**config.mk**
```make
export PLATFORM = sky130hd
export DESIGN_NAME = xge_pkt_gen
export DESIGN_NICKNAME = d
export VERILOG_FILES = /design/src/rtl/xge_pkt_gen_pkg.sv /design/src/rtl/xge_lfsr32.sv /design/src/rtl/xge_pkt_gen.sv
export SDC_FILE = /design/constraint.sdc
export NUM_CORES = 1
export LEC_CHECK = 0
export CORE_UTILIZATION = 30
export CTS_CLUSTER_DIAMETER = 50
export DETAILED_ROUTE_END_ITERATION = 16
export PLACE_DENSITY = 0.48
export SETUP_SLACK_MARGIN = 0.4
export SYNTH_ARGS = -nofsm -noshare
export SYNTH_HDL_FRONTEND = slang
export SYNTH_SLANG_ARGS = --single-unit
```
**constraint.sdc**
```tcl
create_clock -name clk_156m25 -period 7.2 [get_ports clk_156m25]
set_clock_uncertainty 0.15 [all_clocks]
set_input_delay 1.44 -clock clk_156m25 [delete_from_list [all_inputs] [get_ports clk_156m25]]
set_output_delay 1.44 -clock clk_156m25 [all_outputs]
set_load 0.005 [all_outputs]
```
**src/rtl/xge_pkt_gen_pkg.sv**
```systemverilog
// rtl/xge_pkt_gen_pkg.sv - Shared types and LFSR constants for the packet generator
package xge_pkt_gen_pkg;

   typedef enum logic [1:0] {
      ST_IDLE = 2'd0,
      ST_SEND = 2'd1,
      ST_GAP  = 2'd2
   } state_t;

   typedef enum logic {
      PAT_INC  = 1'b0,
      PAT_LFSR = 1'b1
   } pat_mode_t;

   localparam logic [31:0] LFSR_SEED = 32'hFFFF_FFFF;
   localparam logic [31:0] LFSR_TAPS = 32'h8020_0003;

   // Right-shifting Galois step: the bit shifted out folds the taps back in
   function automatic logic [31:0] lfsr_step(input logic [31:0] s);
      lfsr_step = s[0] ? ((s >> 1) ^ LFSR_TAPS) : (s >> 1);
   endfunction

endpackage

```
**src/rtl/xge_lfsr32.sv**
```systemverilog
// rtl/xge_lfsr32.sv - 32-bit Galois LFSR with seed load and advance enable
module xge_lfsr32
   import xge_pkt_gen_pkg::*;
(
   input  logic        clk,
   input  logic        reset,
   input  logic        i_en,
   input  logic        i_load,
   output logic [31:0] o_state
);

   logic [31:0] r_state;

   // Load reseeds; a load coinciding with a consumed beat lands one step past the seed
   always_ff @(posedge clk) begin
      if (reset) begin
         r_state <= LFSR_SEED;
      end else if (i_load) begin
         r_state <= i_en ? lfsr_step(LFSR_SEED) : LFSR_SEED;
      end else if (i_en) begin
         r_state <= lfsr_step(r_state);
      end
   end

   assign o_state = r_state;

endmodule

```
**src/rtl/xge_pkt_gen.sv**
```systemverilog
// rtl/xge_pkt_gen.sv - Burst frame generator driving the xge_mac pkt_tx interface
module xge_pkt_gen
   import xge_pkt_gen_pkg::*;
#(
   parameter int DATA_W  = 64,
   parameter int MOD_W   = $clog2(DATA_W/8),
   parameter int LEN_W   = 14,
   parameter int CNT_W   = 32,
   parameter int MIN_LEN = 64
) (
   input  logic              clk_156m25,
   input  logic              reset_156m25,
   input  logic              cfg_start,
   input  logic              cfg_stop,
   input  logic [LEN_W-1:0]  cfg_len,
   input  logic [CNT_W-1:0]  cfg_count,
   input  logic [7:0]        cfg_ipg,
   input  logic              cfg_mode,
   input  logic              pkt_tx_full,
   output logic [DATA_W-1:0] pkt_tx_data,
   output logic              pkt_tx_val,
   output logic              pkt_tx_sop,
   output logic              pkt_tx_eop,
   output logic [MOD_W-1:0]  pkt_tx_mod,
   output logic              busy,
   output logic              done,
   output logic [CNT_W-1:0]  pkt_sent_cnt
);

   localparam int B = DATA_W / 8;
   localparam logic [LEN_W:0]   B_EXT   = (LEN_W+1)'(B);
   localparam logic [LEN_W-1:0] MIN_L   = LEN_W'(MIN_LEN);

   // Latched run configuration
   state_t            r_state;
   logic [LEN_W-1:0]  r_len;
   logic [CNT_W-1:0]  r_count;
   logic [7:0]        r_ipg;
   pat_mode_t         r_mode;
   logic              r_stop;

   // Frame progress
   logic [LEN_W-1:0]  r_byte_cnt;
   logic              r_post_eop;
   logic [7:0]        r_gap;

   // Registered outputs
   logic [DATA_W-1:0] r_data;
   logic              r_val;
   logic              r_sop;
   logic              r_eop;
   logic [MOD_W-1:0]  r_mod;
   logic              r_busy;
   logic              r_done;
   logic [CNT_W-1:0]  r_sent;

   logic              w_idle;
   logic [LEN_W-1:0]  w_cfg_len_cl;
   logic [LEN_W-1:0]  w_len;
   pat_mode_t         w_mode;
   logic [LEN_W-1:0]  w_byte_cur;
   logic [CNT_W-1:0]  w_sent_base;
   logic [31:0]       w_lfsr_q;
   logic [31:0]       w_lfsr_cur;
   logic              w_last;
   logic              w_stop;
   logic              w_count_hit;
   logic              w_end;
   logic              w_issue;
   logic              w_load;
   logic [DATA_W-1:0] w_beat;

   // In IDLE the first beat is built straight from the cfg inputs so it can
   // leave on the same edge that accepts cfg_start
   assign w_idle       = (r_state == ST_IDLE);
   assign w_cfg_len_cl = (cfg_len < MIN_L) ? MIN_L : cfg_len;
   assign w_len        = w_idle ? w_cfg_len_cl : r_len;
   assign w_mode       = w_idle ? pat_mode_t'(cfg_mode) : r_mode;
   assign w_byte_cur   = w_idle ? '0 : r_byte_cnt;
   assign w_sent_base  = w_idle ? '0 : r_sent;
   assign w_lfsr_cur   = w_idle ? LFSR_SEED : w_lfsr_q;
   assign w_last       = (({1'b0, w_byte_cur} + B_EXT) >= {1'b0, w_len});

   assign w_stop       = r_stop | cfg_stop;
   assign w_count_hit  = (r_count != '0) && (r_sent == r_count);
   assign w_end        = r_post_eop && (w_count_hit || w_stop);
   assign w_load       = w_idle && cfg_start;

   // A beat leaves on this edge only if the MAC FIFO is not full
   always_comb begin
      w_issue = 1'b0;
      case (r_state)
         ST_IDLE: w_issue = cfg_start && !pkt_tx_full;
         ST_SEND: w_issue = !pkt_tx_full && (!r_post_eop || (!w_end && (r_ipg == 8'd0)));
         ST_GAP:  w_issue = !pkt_tx_full && !w_stop && (r_gap == 8'd0);
         default: w_issue = 1'b0;
      endcase
   end

   // Beat payload, first byte in the top lane, bytes past the frame end zeroed
   always_comb begin
      w_beat = '0;
      for (int j = 0; j < B; j++) begin
         logic [LEN_W:0] v_pos;
         logic [7:0]     v_byte;
         v_pos  = {1'b0, w_byte_cur} + (LEN_W+1)'(j);
         if (w_mode == PAT_LFSR)
            v_byte = w_lfsr_cur[31-8*(j%4) -: 8];
         else
            v_byte = w_byte_cur[7:0] + 8'(j);
         if (v_pos >= {1'b0, w_len})
            v_byte = 8'd0;
         w_beat[DATA_W-1-8*j -: 8] = v_byte;
      end
   end

   xge_lfsr32 u_lfsr (
      .clk     (clk_156m25),
      .reset   (reset_156m25),
      .i_en    (w_issue),
      .i_load  (w_load),
      .o_state (w_lfsr_q)
   );

   // Run FSM; frame-end decisions are taken on the edge after the eop beat
   always_ff @(posedge clk_156m25) begin
      if (reset_156m25) begin
         r_state    <= ST_IDLE;
         r_len      <= '0;
         r_count    <= '0;
         r_ipg      <= '0;
         r_mode     <= PAT_INC;
         r_stop     <= 1'b0;
         r_byte_cnt <= '0;
         r_post_eop <= 1'b0;
         r_gap      <= '0;
         r_data     <= '0;
         r_val      <= 1'b0;
         r_sop      <= 1'b0;
         r_eop      <= 1'b0;
         r_mod      <= '0;
         r_busy     <= 1'b0;
         r_done     <= 1'b0;
         r_sent     <= '0;
      end else begin
         r_data <= '0;
         r_val  <= 1'b0;
         r_sop  <= 1'b0;
         r_eop  <= 1'b0;
         r_mod  <= '0;
         r_done <= 1'b0;

         case (r_state)
            ST_IDLE: begin
               if (cfg_start) begin
                  r_len      <= w_cfg_len_cl;
                  r_count    <= cfg_count;
                  r_ipg      <= cfg_ipg;
                  r_mode     <= pat_mode_t'(cfg_mode);
                  r_stop     <= 1'b0;
                  r_sent     <= '0;
                  r_byte_cnt <= '0;
                  r_post_eop <= 1'b0;
                  r_busy     <= 1'b1;
                  r_state    <= ST_SEND;
               end
            end
            ST_SEND: begin
               if (cfg_stop)
                  r_stop <= 1'b1;
               if (r_post_eop) begin
                  r_post_eop <= 1'b0;
                  if (w_end) begin
                     r_state <= ST_IDLE;
                     r_busy  <= 1'b0;
                     r_done  <= 1'b1;
                  end else if (r_ipg != 8'd0) begin
                     r_state <= ST_GAP;
                     r_gap   <= r_ipg - 8'd1;
                  end
               end
            end
            ST_GAP: begin
               if (w_stop) begin
                  r_state <= ST_IDLE;
                  r_busy  <= 1'b0;
                  r_done  <= 1'b1;
               end else if (r_gap == 8'd0) begin
                  r_state <= ST_SEND;
               end else begin
                  r_gap <= r_gap - 8'd1;
               end
            end
            default: begin
               r_state <= ST_IDLE;
               r_busy  <= 1'b0;
            end
         endcase

         if (w_issue) begin
            r_val      <= 1'b1;
            r_data     <= w_beat;
            r_sop      <= (w_byte_cur == '0);
            r_eop      <= w_last;
            r_mod      <= w_last ? w_len[MOD_W-1:0] : '0;
            r_byte_cnt <= w_last ? '0 : (w_byte_cur + LEN_W'(B));
            r_post_eop <= w_last;
            if (w_last)
               r_sent <= w_sent_base + CNT_W'(1);
         end
      end
   end

   assign pkt_tx_data  = r_data;
   assign pkt_tx_val   = r_val;
   assign pkt_tx_sop   = r_sop;
   assign pkt_tx_eop   = r_eop;
   assign pkt_tx_mod   = r_mod;
   assign busy         = r_busy;
   assign done         = r_done;
   assign pkt_sent_cnt = r_sent;

endmodule

```
* After elaboration in Yosys (flattened, before gate mapping) *
Index checks and enable logic that the tools add are counted.

word-level totals
  register bits after elaboration = 217
  bits of input ports = 60
  output and inout bits = 104
  word-level logic and storage cells = 171

operators by class
  reduce and logical (&&, ||, !) cells = 43
  bitwise gates (word level) = 4
  add/sub/neg operators = 19
  equal/unequal tests = 15
  multiplexer cells = 55
  $lt $le $gt $ge = 10

operators with widths
  cell                   number
  $mux 32                9
  $ge 15x14->1           8
  $mux 8                 13
  $mux 14                7
  $add 14x3->15 const B  4
  $add 32x1->32 const B  1
  $add 8x3->8 const B    4
  $eq 32x32->1           1
  $reduce_bool 32->1     1
  $add 14x2->15 const B  2
  $reduce_or 3->1        9
  $mux 22                1
  $ne 2x2->1 const B     9
  $add 8x2->8 const B    2
  $logic_not 8->1        2
  $pmux 8 s2             1
  $sub 8x1->8 const B    2
  $add 14x1->15 const B  1
  $add 14x4->15 const B  1
  $add 14x4->14 const B  1
  $ge 14x14->1           1
  $logic_not 14->1       1
  $lt 14x7->1 const B    1
  $mux 1                 12
  24 further kinds       52

* Logic depth before layout (Yosys ltp) *
  depth in word-level cells = 11
  mapped depth = 24
  depth with buffers taken out = 19

* Hierarchy *
A second synthesis with hierarchy kept.

second synthesis, totals
  cells, all modules = 1651
  area, all modules = 13686.9 sq um

by module, submodules not included
  module       times used  cells an instance  sequential area each (sq um)  area an instance (sq um)
  xge_pkt_gen  1           1542               3703.6                        12489.5
  xge_lfsr32   1           109                640.6                         1197.4

* Worst setup path before layout *
OpenSTA, ideal clock, no wires.

  path type = reg-to-reg
  start point = register r_state[0]
  end point = register r_post_eop
  clock period less this slack = 5557 ps
  library setup time = 116 ps
  setup slack = 1643 ps
  stages on the path, launching flop included = 24
  arrival = 5290 ps
  data required time = 6934 ps
  buffers on the path = 11
  cell sequence = dfxtp_1 > inv_1 > ha_1 > buf_2 > buf_2 > buf_2 > buf_2 > buf_2 > buf_2 > buf_1 > buf_1 > mux2i_1 > ha_1 > and4_1 > a21oi_1 > a21oi_1 > or4_1 > a31oi_1 > a211o_1 > buf_6 > clkinv_2 > buf_8 > buf_4 > a31o_2

between the ends
  longest elaborated chain between the ends = 5
  elaborated cells between the ends (all ways) = 13
  those cells by class = add/sub (1); order compare (1); eq/ne (3); mux (5); reduce/logical (3)

RTL lines
  element                 RTL line            RTL
  from (decl)             xge_pkt_gen.sv:35   state_t r_state;
  from (signal assigned)  xge_pkt_gen.sv:128  r_state <= ST_IDLE;
  from (signal assigned)  xge_pkt_gen.sv:165  r_state <= ST_SEND;
  from (signal assigned)  xge_pkt_gen.sv:174  r_state <= ST_IDLE;
  $logic_not 2->1 (*)     xge_pkt_gen.sv:75   assign w_idle = (r_state == ST_IDLE);
  named net w_idle        xge_pkt_gen.sv:57   logic w_idle;
  $mux 14                 xge_pkt_gen.sv:79   assign w_byte_cur = w_idle ? '0 : r_byte_cnt;
  $add 14x4->15           xge_pkt_gen.sv:82   assign w_last = (({1'b0, w_byte_cur} + B_EXT) >= {1'b0, w_len});
  $ge 15x14->1            xge_pkt_gen.sv:82
  $mux 1                  xge_pkt_gen.sv:200  if (w_issue) begin
  to (signal assigned)    xge_pkt_gen.sv:207  r_post_eop <= w_last;
  to (decl)               xge_pkt_gen.sv:44   logic r_post_eop;

The timed path passes the listed nets; every way through them passes the cells marked *.
A chain may end at the register's enable or synchronous reset.

* Worst setup path in the final report *
  start point = register r_state[0]
  end point = register r_sent[21], in the netlist pkt_sent_cnt[21]

between the ends
  longest elaborated chain between the ends = 6
  elaborated cells between the ends (all ways) = 13
  those cells by class = add/sub (2); order compare (1); eq/ne (2); mux (7); reduce/logical (1)

RTL lines
  element               RTL line            RTL
  $logic_not 2->1 (*)   xge_pkt_gen.sv:75
  named net w_idle      xge_pkt_gen.sv:57
  $mux 14               xge_pkt_gen.sv:79
  $add 14x4->15         xge_pkt_gen.sv:82
  $ge 15x14->1          xge_pkt_gen.sv:82
  $mux 32               xge_pkt_gen.sv:208  if (w_last)
  $mux 32 (*)           xge_pkt_gen.sv:200
  to (signal assigned)  xge_pkt_gen.sv:209  r_sent <= w_sent_base + CNT_W'(1);
  to (decl)             xge_pkt_gen.sv:55   logic [CNT_W-1:0] r_sent;

Marked as above.

==> impl_summary.log <==
INFO  metric gp_routability_congestion = 0.965
INFO  metric worst_setup_hold_path_clk_slew = about 50 ps
INFO  metric footprint_of_the_multi_input_gates = ~0.0086 sq mm
INFO  metric critical_path.endpoint_type = register
INFO  metric grt_start_max_net_pins = 71
INFO  metric dp_hpwl = around 37000 um
INFO  metric postSynth.asyncResetShare = 0%
INFO  metric cts_tree = yes
INFO  metric drt_pre_antenna_iters = 5
INFO  metric grt_pass1_wl = roughly 77000 um
INFO  metric wirelength = about 51000 um
INFO  metric synth_top_area_share = about a third
INFO  metric worst_r2r_startpoint = r_state[0]
INFO  metric synth.area.top_cells = sky130_fd_sc_hd__dfxtp_1, sky130_fd_sc_hd__ha_1, sky130_fd_sc_hd__nand2_1
INFO  metric whs_endpoint = r_len[8]
INFO  metric yosys_warnings = 0
INFO  metric worst_pin_slew = ~1100 ps
INFO  metric post-cts-setup-buffers = 0
INFO  metric irDropWorstVdd = between 0.15 and 0.2 mV
INFO  metric max_fo_critical_path = 33
INFO  metric run_status = finished clean
INFO  metric fillers = roughly 4700
INFO  metric layout_cells_sized_above_1 = 8.65%
INFO  metric chipWidth = approximately 210 um
INFO  metric holdBufCountCts = 0
INFO  metric final_core_density = between 30% and 40%
INFO  metric detail_route.vias_per_cell = 5.37
INFO  metric count_of_maximum_capacitance_violations = 0
INFO  metric io_pins = between 150 and 200
INFO  metric row_count = between 70 and 80
INFO  metric worstHoldPathCells = 2
INFO  metric synth_fp_nets = ~1900
INFO  metric hold_path.startpoint = r_len[8]
INFO  metric worst_r2r_path_depth = 19
INFO  metric die-area = between 0.04 and 0.05 sq mm
INFO  metric final_period_minus_worst_setup_slack = just under 6000 ps
INFO  metric yosysUniqueCellTypes = roughly 90
INFO  metric regToRegEndpoint = pkt_sent_cnt[21]
INFO  metric cts_resized = 0
INFO  metric yosys_most_used_dff = sky130_fd_sc_hd__dfxtp_1
INFO  metric pwrdens = 295 mW/mm^2
INFO  metric clock-root-buffer = sky130_fd_sc_hd__clkbuf_16
INFO  metric grt.total_usage = 21.6%
INFO  metric crit_required = 7440 ps
INFO  metric unrepaired_setup_endpoints_after_global_routing = false
INFO  metric syn_to_final_growth = 25.3%
INFO  metric ys_seq_elements = between 200 and 250
INFO  metric seq_area = between 0.004 and 0.005 sq mm
INFO  metric die_height = about 210 um
INFO  metric tritoncts.num_buffers = 35
INFO  metric ctsHtreeMaxLevel = 2
INFO  metric drt-initial-drc-count = about 860
INFO  metric clock_net_sink_count = around 220
INFO  metric layout.cells.non_filler = 2453
INFO  metric maxSlewHeadroom = a little over a quarter
INFO  metric ys_seq_area_share = between 30% and 40%
INFO  metric placed_cells_incl_taps = 2392
INFO  metric initial_utilization = a little under a third
INFO  metric startpoint_type = register
INFO  metric drc = 0
INFO  metric worst_ep_arrival_time = between 6000 and 7000 ps
INFO  metric clock_path_buffers = 3
INFO  metric post_route_antenna_net_violation_count = 0
INFO  metric antenna_violations_before_repair = 2
INFO  metric worstHoldPathType = reg2reg
INFO  metric final-setup-viol-count = 0
INFO  metric post_synth_edffs = 0
INFO  metric cellLeakagePower = 0.00672 uW
INFO  metric final_nets = about 2000
INFO  metric skew_pair_late_insertion_delay = around 550 ps
INFO  metric antenna-diode-count = 0
INFO  metric numPortBuffers = ~160
INFO  metric final_max_slew_viol_count = 0
INFO  metric synthDominantAreaCellType = sky130_fd_sc_hd__dfxtp_1
INFO  metric synthCells = 1705
INFO  metric setup-tns-final = 0 ps
INFO  metric detailroute.via_count = ~13000
INFO  metric timing.setup.critical_path_class = reg2reg
INFO  metric grt-ovfl-total = 0
INFO  metric placeableCoreArea = 0.0443 sq mm
INFO  metric number_of_global_route_vias_before_repair = 12900
INFO  metric post_drt_wl_per_cell = 20.7 um
INFO  metric post-route-period-util = between 80% and 90%
INFO  metric post_synth_design_cell_area = between 0.01 and 0.015 sq mm
INFO  metric r2r_setup_slack = roughly 1300 ps
INFO  metric hold_viol = 0
INFO  metric max_freq = 0.171 GHz
INFO  metric synth.avg_cell_area = 7.93 sq um
-- cells in the mapped netlist (all sizes together), types with 12 or more instances --
| library cell | number |
|---|---|
| xnor2 | 56 |
| nor3 | 58 |
| a211oi | 15 |
| nand4 | 24 |
| a21o | 30 |
| clkbuf | 80 |
| nor4 | 27 |
| o21ai | 69 |
| nand2 | 243 |
| mux2i | 54 |
| or3 | 12 |
| inv | 29 |
| a22oi | 14 |
| dfxtp | 217 |
| buf | 30 |
| nand3 | 52 |
| xor2 | 57 |
| a21oi | 175 |
| nor2b | 17 |
| a31oi | 23 |
| o211ai | 17 |
| nor2 | 145 |
| ha | 91 |
-- sequential cells by signal, summed over array words and instances (netlist names) --
name / count
done: 1
pkt_sent_cnt: 32
pkt_tx_sop: 1
r_ipg: 8
r_state: 2
pkt_tx_eop: 1
r_count: 32
pkt_tx_val: 1
pkt_tx_mod: 3
r_gap: 8
busy: 1
r_stop: 1
r_post_eop: 1
r_len: 14
r_mode: 1
r_byte_cnt: 14
pkt_tx_data: 64
u_lfsr.o_state: 32
-- where the power goes --
part	total (uW)	internal, uW	leakage, uW	switching (uW)
registers	1490	1360	0.00177	130
logic	1800	677	0.00438	1120
clock network	1700	1050	0.000566	659
-- per-stage QoR --
stage	hold WS [ps]	instance area, sq um	worst slack, ps	total power [uW]
after CTS	307	16900	1340	5040
after global routing	327	16900	985	5280
after detailed placement	299	15800	940	3300
after global placement	293	15800	1060	3290
after floorplan	283	13500	1640	2620
final	303	16900	1340	5000
-- cell usage in the layout (no fill, tap or decap), types with 56 or more instances in the layout --
master                            instances
sky130_fd_sc_hd__nand2_1                239
sky130_fd_sc_hd__dfxtp_1                217
sky130_fd_sc_hd__a21oi_1                173
sky130_fd_sc_hd__clkdlybuf4s50_1        162
sky130_fd_sc_hd__nor2_1                 144
sky130_fd_sc_hd__ha_1                    90
sky130_fd_sc_hd__o21ai_0                 67
sky130_fd_sc_hd__nor3_1                  58
sky130_fd_sc_hd__xor2_1                  57
sky130_fd_sc_hd__xnor2_1                 56
-- final cells by class --
class	count	share of cell area [%]
sequential	217	25.6
clock inverter	21	1.57
inverter	30	0.672
multi-input combinational	1348	50.9
tap	592	4.37
clock buffer	40	5.40
timing repair buffer	205	11.5
-- critical path, cell delays in order (launching register included) --
cell,delay [ps]
sky130_fd_sc_hd__dfxtp_1,380
sky130_fd_sc_hd__inv_1,100
sky130_fd_sc_hd__ha_4,310
sky130_fd_sc_hd__nor2b_1,230
sky130_fd_sc_hd__ha_1,170
sky130_fd_sc_hd__buf_4,170
sky130_fd_sc_hd__nand3_1,260
sky130_fd_sc_hd__or3_1,520
sky130_fd_sc_hd__xnor2_1,300
sky130_fd_sc_hd__ha_1,300
sky130_fd_sc_hd__and4_1,220
sky130_fd_sc_hd__a21oi_1,140
sky130_fd_sc_hd__a21oi_1,80
sky130_fd_sc_hd__or4_1,540
sky130_fd_sc_hd__a31oi_1,330
sky130_fd_sc_hd__a211o_1,390
sky130_fd_sc_hd__clkinv_2,440
sky130_fd_sc_hd__nor2_1,210
sky130_fd_sc_hd__buf_4,300
sky130_fd_sc_hd__o32ai_1,120
-- kinds of logic (layout without fill, tap and decap cells) --
logic type      count (synthesis)  in the layout  share of synthesized area [%]
fa+ha+maj                      99             99                           9.04
simple gates                  651            651                           22.7
xor+xnor                      113            113                           7.32
compound gates                428            428                           20.2
flops                         217            217                           32.1
mux                            57             57                           4.25
buf+inv                       140            296                           4.33
-- worst max-delay path by stage --
stage,cells past startpoint,to,startpoint
after floorplan,23,r_post_eop,r_state[0]
after global placement,16,pkt_sent_cnt[20],cfg_len[11]
after detailed placement,16,pkt_sent_cnt[31],cfg_len[10]
after CTS,19,pkt_sent_cnt[21],r_state[0]
after global routing,19,pkt_sent_cnt[21],r_state[0]
final,19,pkt_sent_cnt[21],r_state[0]
-- per-layer routing --
| metal | up-vias | track usage (%) | wire [um] |
|---|---|---|---|
| met3 | 107 | 4.18 | 3260 |
| met4 | 4 | 9.31 | 2030 |
| met1 | 6247 | 27.0 | 21800 |
| met5 | - | 0 | 27 |
| li1 | 6380 | - | - |
| met2 | 443 | 36.1 | 23500 |
Note: power is estimated with default switching activity, not from simulation.
